--- src/rtl/fp_align_shift_if.sv ---
// Handshake and operand bus for the FP pre-add alignment stage.
// The producer drives operands and out_ready. The alignment block (slave) returns
// the ordered and aligned result.
interface fp_align_shift_if #(
  parameter int MANT_W = 24,
  parameter int EXP_W  = 8
);
  logic              in_valid;
  logic              in_ready;
  logic [EXP_W-1:0]  exp_a;
  logic [MANT_W-1:0] mant_a;
  logic [EXP_W-1:0]  exp_b;
  logic [MANT_W-1:0] mant_b;
  logic              out_valid;
  logic              out_ready;
  logic [EXP_W-1:0]  exp_out;
  logic [MANT_W-1:0] mant_big;
  logic [MANT_W-1:0] mant_small;
  logic [2:0]        grs;
  logic              swapped;

  modport master (
    output in_valid, exp_a, mant_a, exp_b, mant_b, out_ready,
    input  in_ready, out_valid, exp_out, mant_big, mant_small, grs, swapped
  );

  modport slave (
    input  in_valid, exp_a, mant_a, exp_b, mant_b, out_ready,
    output in_ready, out_valid, exp_out, mant_big, mant_small, grs, swapped
  );
endinterface

--- src/rtl/fp_align_shift.sv ---
// fp_align_shift: pre-add alignment stage of the FP adder.
// The block orders the two operands by magnitude. It then shifts the smaller
// mantissa right by the exponent difference, at most STEP bits per cycle. It
// also produces the guard, round and sticky bits.
// Optional macro FP_ALIGN_STICKY_EN enables sticky collection. When the macro
// is not defined, grs[0] is always 0.
module fp_align_shift #(
  parameter int MANT_W = 24,
  parameter int EXP_W  = 8,
  parameter int STEP   = 4
) (
  input logic             clk,
  input logic             rst_n,
  fp_align_shift_if.slave bus
);

  localparam int W2 = MANT_W + 2;
  localparam int RW = $clog2(W2 + 1);
  localparam logic [EXP_W:0]  CLAMP  = (EXP_W+1)'(W2);
  localparam logic [RW-1:0]   STEP_R = RW'(STEP);
  localparam logic [RW-1:0]   CLAMP_R = RW'(W2);

  typedef enum logic [1:0] {IDLE, SHIFT, DONE} state_t;

  state_t state, state_nxt;

  logic [EXP_W-1:0]  exp_r;
  logic [MANT_W-1:0] big_r;
  logic [MANT_W-1:0] small_r;
  logic              g_r, r_r, s_r, sw_r;
  logic [RW-1:0]     rem_r;

  logic              accept;
  logic              swap;
  logic [EXP_W-1:0]  exp_big, exp_small;
  logic [MANT_W-1:0] mant_big_sel, mant_small_sel;
  logic [EXP_W:0]    diff;
  logic [RW-1:0]     rem_load;
  logic [RW-1:0]     k;
  logic [W2-1:0]     sr, sr_nxt;
`ifdef FP_ALIGN_STICKY_EN
  logic              clamped;
  logic [2*W2-1:0]   wide;
  logic              pushed;
`endif

  assign accept = (state == IDLE) && bus.in_valid;

  // Operand ordering and the shift count, evaluated for the accept edge
  always_comb begin
    swap = (bus.exp_b > bus.exp_a) ||
           ((bus.exp_b == bus.exp_a) && (bus.mant_b > bus.mant_a));
    exp_big        = swap ? bus.exp_b  : bus.exp_a;
    exp_small      = swap ? bus.exp_a  : bus.exp_b;
    mant_big_sel   = swap ? bus.mant_b : bus.mant_a;
    mant_small_sel = swap ? bus.mant_a : bus.mant_b;
    diff           = {1'b0, exp_big} - {1'b0, exp_small};
    rem_load       = (diff > CLAMP) ? CLAMP_R : RW'(diff);
  end

  // One shift step on {mant_small, G, R}. Bits below R fold into sticky
  always_comb begin
    k  = (rem_r < STEP_R) ? rem_r : STEP_R;
    sr = {small_r, g_r, r_r};
`ifdef FP_ALIGN_STICKY_EN
    clamped = (diff > CLAMP);
    // The low half of the double-width shift holds exactly the bits pushed past R
    wide    = {sr, {W2{1'b0}}} >> k;
    sr_nxt  = wide[2*W2-1:W2];
    pushed  = |wide[W2-1:0];
`else
    sr_nxt  = sr >> k;
`endif
  end

  // State register
  always_ff @(posedge clk or negedge rst_n) begin
    if (!rst_n) state <= IDLE;
    else        state <= state_nxt;
  end

  // Next-state logic
  always_comb begin
    state_nxt = state;
    unique case (state)
      IDLE:    if (bus.in_valid) state_nxt = (rem_load != '0) ? SHIFT : DONE;
      SHIFT:   if (rem_r <= STEP_R) state_nxt = DONE;
      DONE:    if (bus.out_ready) state_nxt = IDLE;
      default: state_nxt = IDLE;
    endcase
  end

  // Handshake outputs decoded from state
  always_comb begin
    bus.in_ready  = (state == IDLE);
    bus.out_valid = (state == DONE);
  end

  // Datapath registers: load at accept, shift in SHIFT, hold otherwise
  always_ff @(posedge clk or negedge rst_n) begin
    if (!rst_n) begin
      exp_r   <= '0;
      big_r   <= '0;
      small_r <= '0;
      g_r     <= 1'b0;
      r_r     <= 1'b0;
      s_r     <= 1'b0;
      sw_r    <= 1'b0;
      rem_r   <= '0;
    end else if (accept) begin
      exp_r   <= exp_big;
      big_r   <= mant_big_sel;
      small_r <= mant_small_sel;
      g_r     <= 1'b0;
      r_r     <= 1'b0;
`ifdef FP_ALIGN_STICKY_EN
      s_r     <= clamped & (|mant_small_sel);
`else
      s_r     <= 1'b0;
`endif
      sw_r    <= swap;
      rem_r   <= rem_load;
    end else if (state == SHIFT) begin
      {small_r, g_r, r_r} <= sr_nxt;
`ifdef FP_ALIGN_STICKY_EN
      s_r     <= s_r | pushed;
`else
      s_r     <= 1'b0;
`endif
      rem_r   <= rem_r - k;
    end
  end

  assign bus.exp_out    = exp_r;
  assign bus.mant_big   = big_r;
  assign bus.mant_small = small_r;
  assign bus.grs        = {g_r, r_r, s_r};
  assign bus.swapped    = sw_r;

endmodule
--- src/flat_wrapper.sv ---
// flat-port wrapper written by rule: the top's interface ports become plain ports
module fp_align_shift_flat 
#(
  parameter int MANT_W = 24,
  parameter int EXP_W  = 8,
  parameter int STEP   = 4
)
  (clk, rst_n, bus_in_valid, bus_exp_a, bus_mant_a, bus_exp_b, bus_mant_b, bus_out_ready, bus_in_ready, bus_out_valid, bus_exp_out, bus_mant_big, bus_mant_small, bus_grs, bus_swapped);
  fp_align_shift_if #(.MANT_W(MANT_W), .EXP_W(EXP_W)) bus_i ();
  input logic clk;
  input logic rst_n;
  input wire logic [$bits(bus_i.in_valid)-1:0] bus_in_valid;
  input wire logic [$bits(bus_i.exp_a)-1:0] bus_exp_a;
  input wire logic [$bits(bus_i.mant_a)-1:0] bus_mant_a;
  input wire logic [$bits(bus_i.exp_b)-1:0] bus_exp_b;
  input wire logic [$bits(bus_i.mant_b)-1:0] bus_mant_b;
  input wire logic [$bits(bus_i.out_ready)-1:0] bus_out_ready;
  output wire logic [$bits(bus_i.in_ready)-1:0] bus_in_ready;
  output wire logic [$bits(bus_i.out_valid)-1:0] bus_out_valid;
  output wire logic [$bits(bus_i.exp_out)-1:0] bus_exp_out;
  output wire logic [$bits(bus_i.mant_big)-1:0] bus_mant_big;
  output wire logic [$bits(bus_i.mant_small)-1:0] bus_mant_small;
  output wire logic [$bits(bus_i.grs)-1:0] bus_grs;
  output wire logic [$bits(bus_i.swapped)-1:0] bus_swapped;
  assign bus_i.in_valid = bus_in_valid;
  assign bus_i.exp_a = bus_exp_a;
  assign bus_i.mant_a = bus_mant_a;
  assign bus_i.exp_b = bus_exp_b;
  assign bus_i.mant_b = bus_mant_b;
  assign bus_i.out_ready = bus_out_ready;
  assign bus_in_ready = bus_i.in_ready;
  assign bus_out_valid = bus_i.out_valid;
  assign bus_exp_out = bus_i.exp_out;
  assign bus_mant_big = bus_i.mant_big;
  assign bus_mant_small = bus_i.mant_small;
  assign bus_grs = bus_i.grs;
  assign bus_swapped = bus_i.swapped;
  fp_align_shift #(.MANT_W(MANT_W), .EXP_W(EXP_W), .STEP(STEP)) u_core (.clk(clk), .rst_n(rst_n), .bus(bus_i));
endmodule
--- config.mk ---
export PLATFORM = sky130hd
export DESIGN_NAME = fp_align_shift_flat
export DESIGN_NICKNAME = d
export VERILOG_FILES = /design/src/rtl/fp_align_shift_if.sv /design/src/rtl/fp_align_shift.sv /design/src/flat_wrapper.sv
export SDC_FILE = /design/constraint.sdc
export NUM_CORES = 1
export LEC_CHECK = 0
export BUFFER_PORTS_ARGS = -buffer_cell sky130_fd_sc_hd__buf_2
export CELL_PAD_IN_SITES_DETAIL_PLACEMENT = 0
export CELL_PAD_IN_SITES_GLOBAL_PLACEMENT = 1
export CORE_MARGIN = 10
export CORE_UTILIZATION = 41
export DETAILED_ROUTE_END_ITERATION = 10
export PLACE_DENSITY = 0.92
export SLEW_MARGIN = 5
export SYNTH_ARGS = -nofsm -noshare
export SYNTH_HDL_FRONTEND = slang
export SYNTH_SLANG_ARGS = --single-unit
--- constraint.sdc ---
create_clock -name clk -period 4 [get_ports clk]
set_input_delay 0.2 -clock clk [delete_from_list [all_inputs] [get_ports clk]]
set_output_delay 0.2 -clock clk [all_outputs]
set_load 0.05 [all_outputs]
==> reports/results.ini <==
[floorplan]
die-area_mm2 = 0.0185
core_area_mm2 = 0.0132
io_pins = 130
fp-row-count = 42
fp.dieH_um = 136
initial_core_util_pct = 41.7
die_x_um = 136

[synth]
synth_mux_area_share_pct = 14.8
synthXorXnorAreaFrac_pct = 0.793
ys_types = 65
synth_top_family_by_area = compound AO/OA/AOI/OAI gates
syn-cell-area_mm2 = 0.00552
synth_nets = 762
synth_compound_area_share_pct = 24.3
yosys.area_share.adder_pct = 7.70
yosysSeqAreaShare_pct = 29.9
yosysWarnings = 0
avgSynthCellArea_um2 = 8.37
synth-edff-count = 0
synthArstFlopShare_pct = 100
ys_ff_latch = 66
synth_cells = 660
synth_ff_type = dfrtp_1
synthSimpleGateAreaFrac_pct = 16.4

[finish]
layout.nets = 865
diodes = 0
final_cell_mix = buf_2 (128), nand2_1 (103), a21oi_1 (86)
design_area_mm2 = 0.00658
finalNonFillerCells = 944
fillCellCount = 1330
final_common_cell = buf_2
area_delta_synth_final_pct = 19.1
drive_gt1_share_pct = 25.4
multi_input_area_mm2 = 0.00356
ff_latch_area_mm2 = 0.00165

[power_and_ir_drop]
clkPwrFrac_pct = 15.0
p_comb_share_pct = 57.9
power_density_mw_per_mm2 = 787
intPower_mw = 2.38
p_sw_share_pct = 54.0
pwr-share-seq_pct = 27.1
p_switching_mw = 2.80
p_leak_nw = 3.12
vdd_drop_max_mv = 0.334

[worst_setup_path]
critPathTopFamily = compound AO/OA/AOI/OAI gates
arrival_ns = 3.68
crit_path_end_kind = flip-flop
path_cells = buf_2, inv_1, ha_1, nand4_1, nor3_1, a22oi_1, o211ai_4, o21ai_4, mux2i_1, a21oi_1, o211a_1, o41a_1, o211a_4, a41o_1
critical_path_buf_inv_count = 2
crit_path_start_kind = input port
max_stage_delay_ns = 0.52
cp.required_ns = 4.24
cp_slowest_cell = o21ai_4
cp_max_fo = 16
crit_type = in2reg

[global_route]
grt-ovfl-total = 0
grt_pass1_wl_mm = 26.1
track_usage_pct = 17.6
grt_max_degree = 67
antenna_found_initial = 0
grt_pass1_vias = 5056

[route]
drc = 0
drtIter0Drc = 382
drt-vias-per-instance = 5.52
ant_nets = 0
via_count = 5209
drt-total-wl_mm = 16.4
wl_per_cell_um = 17.4
drtPass1Iterations = 5

[clock_network]
clock_latency_ns = 0.34
cts_buffer_depth = 2
tritoncts = yes
cts_buffers = 9
clockRootBuffer = clkbuf_16
cts_resized = 0
postCtsSetupBuffers = 0
cts.clk_slew.worst_paths_ns = 0.06
htree_levels = 3
cts_sinks = 66
cts_hold_buf = 0

[sta]
holdWs_ns = -0.00730
finalCriticalPeriod_ns = 3.45
timing.final.hold_violations = 29
maxSlewHeadroom_pct = 29.9
fin_skew_ns = 0.0101
rsz0062_at_grt = no
finalSetupViolCount = 0
fin_crit_sh_pct = 86.1
drv_slew = 0
worstMarginPinSlew_ns = 1.05
fin_setup_tns_ns = 0
timing.fmax_ghz = 0.290

[run_status]
outcome = finished with violations
violations = negative hold slack

[place]
placed_cell_area_mm2 = 0.00629
dp.cells = 928
portBuffers = 128
dpl.hpwl_mm = 12.5
finalWeightedCongestion = 0.857

[min_path]
hold_class = in2async

[flow_run]
cap_viol_max_count = 0

layer usage:
| metal | vias to the layer above | share of wire, % | track usage [%] |
|---|---|---|---|
| met3 | 19 | 7.4 | 3.84 |
| li1 | 2597 | - | - |
| met4 | 0 | 2.4 | 7.63 |
| met5 | - | 0 | 0 |
| met1 | 2417 | 45 | 22.9 |
| met2 | 176 | 45 | 27.7 |
path summary, 6_finish.rpt:
path                                         from                        end  slack [ns]  cells after the start
hold reg to reg            u_core.bus.mant_big[2]     u_core.bus.mant_big[2]        0.47                      2
setup / recovery                   bus_mant_a[19]            u_core.rem_r[2]        0.55                     14
setup reg to reg                  u_core.rem_r[3]  u_core.bus.mant_small[15]        1.31                      9
min in group clk                    bus_mant_a[3]     u_core.bus.mant_big[3]        0.17                      3
max in group asynchronous                   rst_n                 u_core.r_r        3.07                      2
hold / removal                              rst_n     u_core.bus.mant_big[8]      -0.007                      1
registers in the layout (all words and copies together) (netlist names):
name and count:
u_core.bus.mant_big 24, u_core.bus.mant_small 24, u_core.bus.exp_out 8, u_core.rem_r 5
u_core.state 2, u_core.bus.swapped 1, u_core.g_r 1, u_core.r_r 1
cell type report:
class | count | share of cell area [%]
Sequential cell | 66 | 25.1
Tap cell | 176 | 3.35
Clock buffer | 12 | 4.05
Clock inverter | 4 | 0.380
Inverter | 37 | 2.11
Multi-Input combinational cell | 511 | 54.1
Timing Repair Buffer | 138 | 10.9
metrics by stage:
stage	hold WS [ns]	util [%]	total power [mW]	setup WS, ns
finish	-0.00730	49.7	5.18	0.555
detailed placement	0.377	47.5	4.42	0.203
global placement	0.380	47.5	4.38	0.257
CTS	0.0133	49.7	5.21	0.549
floorplan	-0.0956	-	3.65	0.796
global route	0.0613	49.7	5.53	0.221
Yosys cell counts, types with 9 or more instances:
| cell type | n | share of area (%) |
|---|---|---|
| nand2_1 | 104 | 7.1 |
| inv_1 | 36 | 2.4 |
| ha_1 | 34 | 7.7 |
| a211oi_1 | 21 | 2.9 |
| nor2_1 | 47 | 3.2 |
| clkbuf_1 | 33 | 2.2 |
| dfrtp_1 | 66 | 30 |
| mux4_2 | 19 | 7.7 |
| mux2i_1 | 39 | 7.1 |
| a21oi_1 | 86 | 7.8 |
| o21ai_0 | 54 | 4.9 |
| nand2b_1 | 9 | 1.0 |
kinds of logic (layout without fill, tap and decap cells):
kind of cell | count (synthesis) | in the layout
AOI/OAI and AO/OA | 212 | 212
DFF | 66 | 66
muxes | 58 | 58
other | 2 | 2
and+or+nand+nor | 200 | 200
buffers and inverters | 83 | 191
adders and majority gates | 34 | 34
xor gates and xnor gates | 5 | 5
power groups by stage:
stage	logic, mW	registers (mW)	clock network [mW]
6_report	3.00	1.40	0.778
5_1_grt	3.25	1.46	0.817
4_1_cts	3.02	1.40	0.791
3_5_place_dp	3.01	1.41	0
3_3_place_gp	2.98	1.40	0
2_1_floorplan	1.41	2.24	0
No activity file was read; power rests on OpenSTA's default activity.
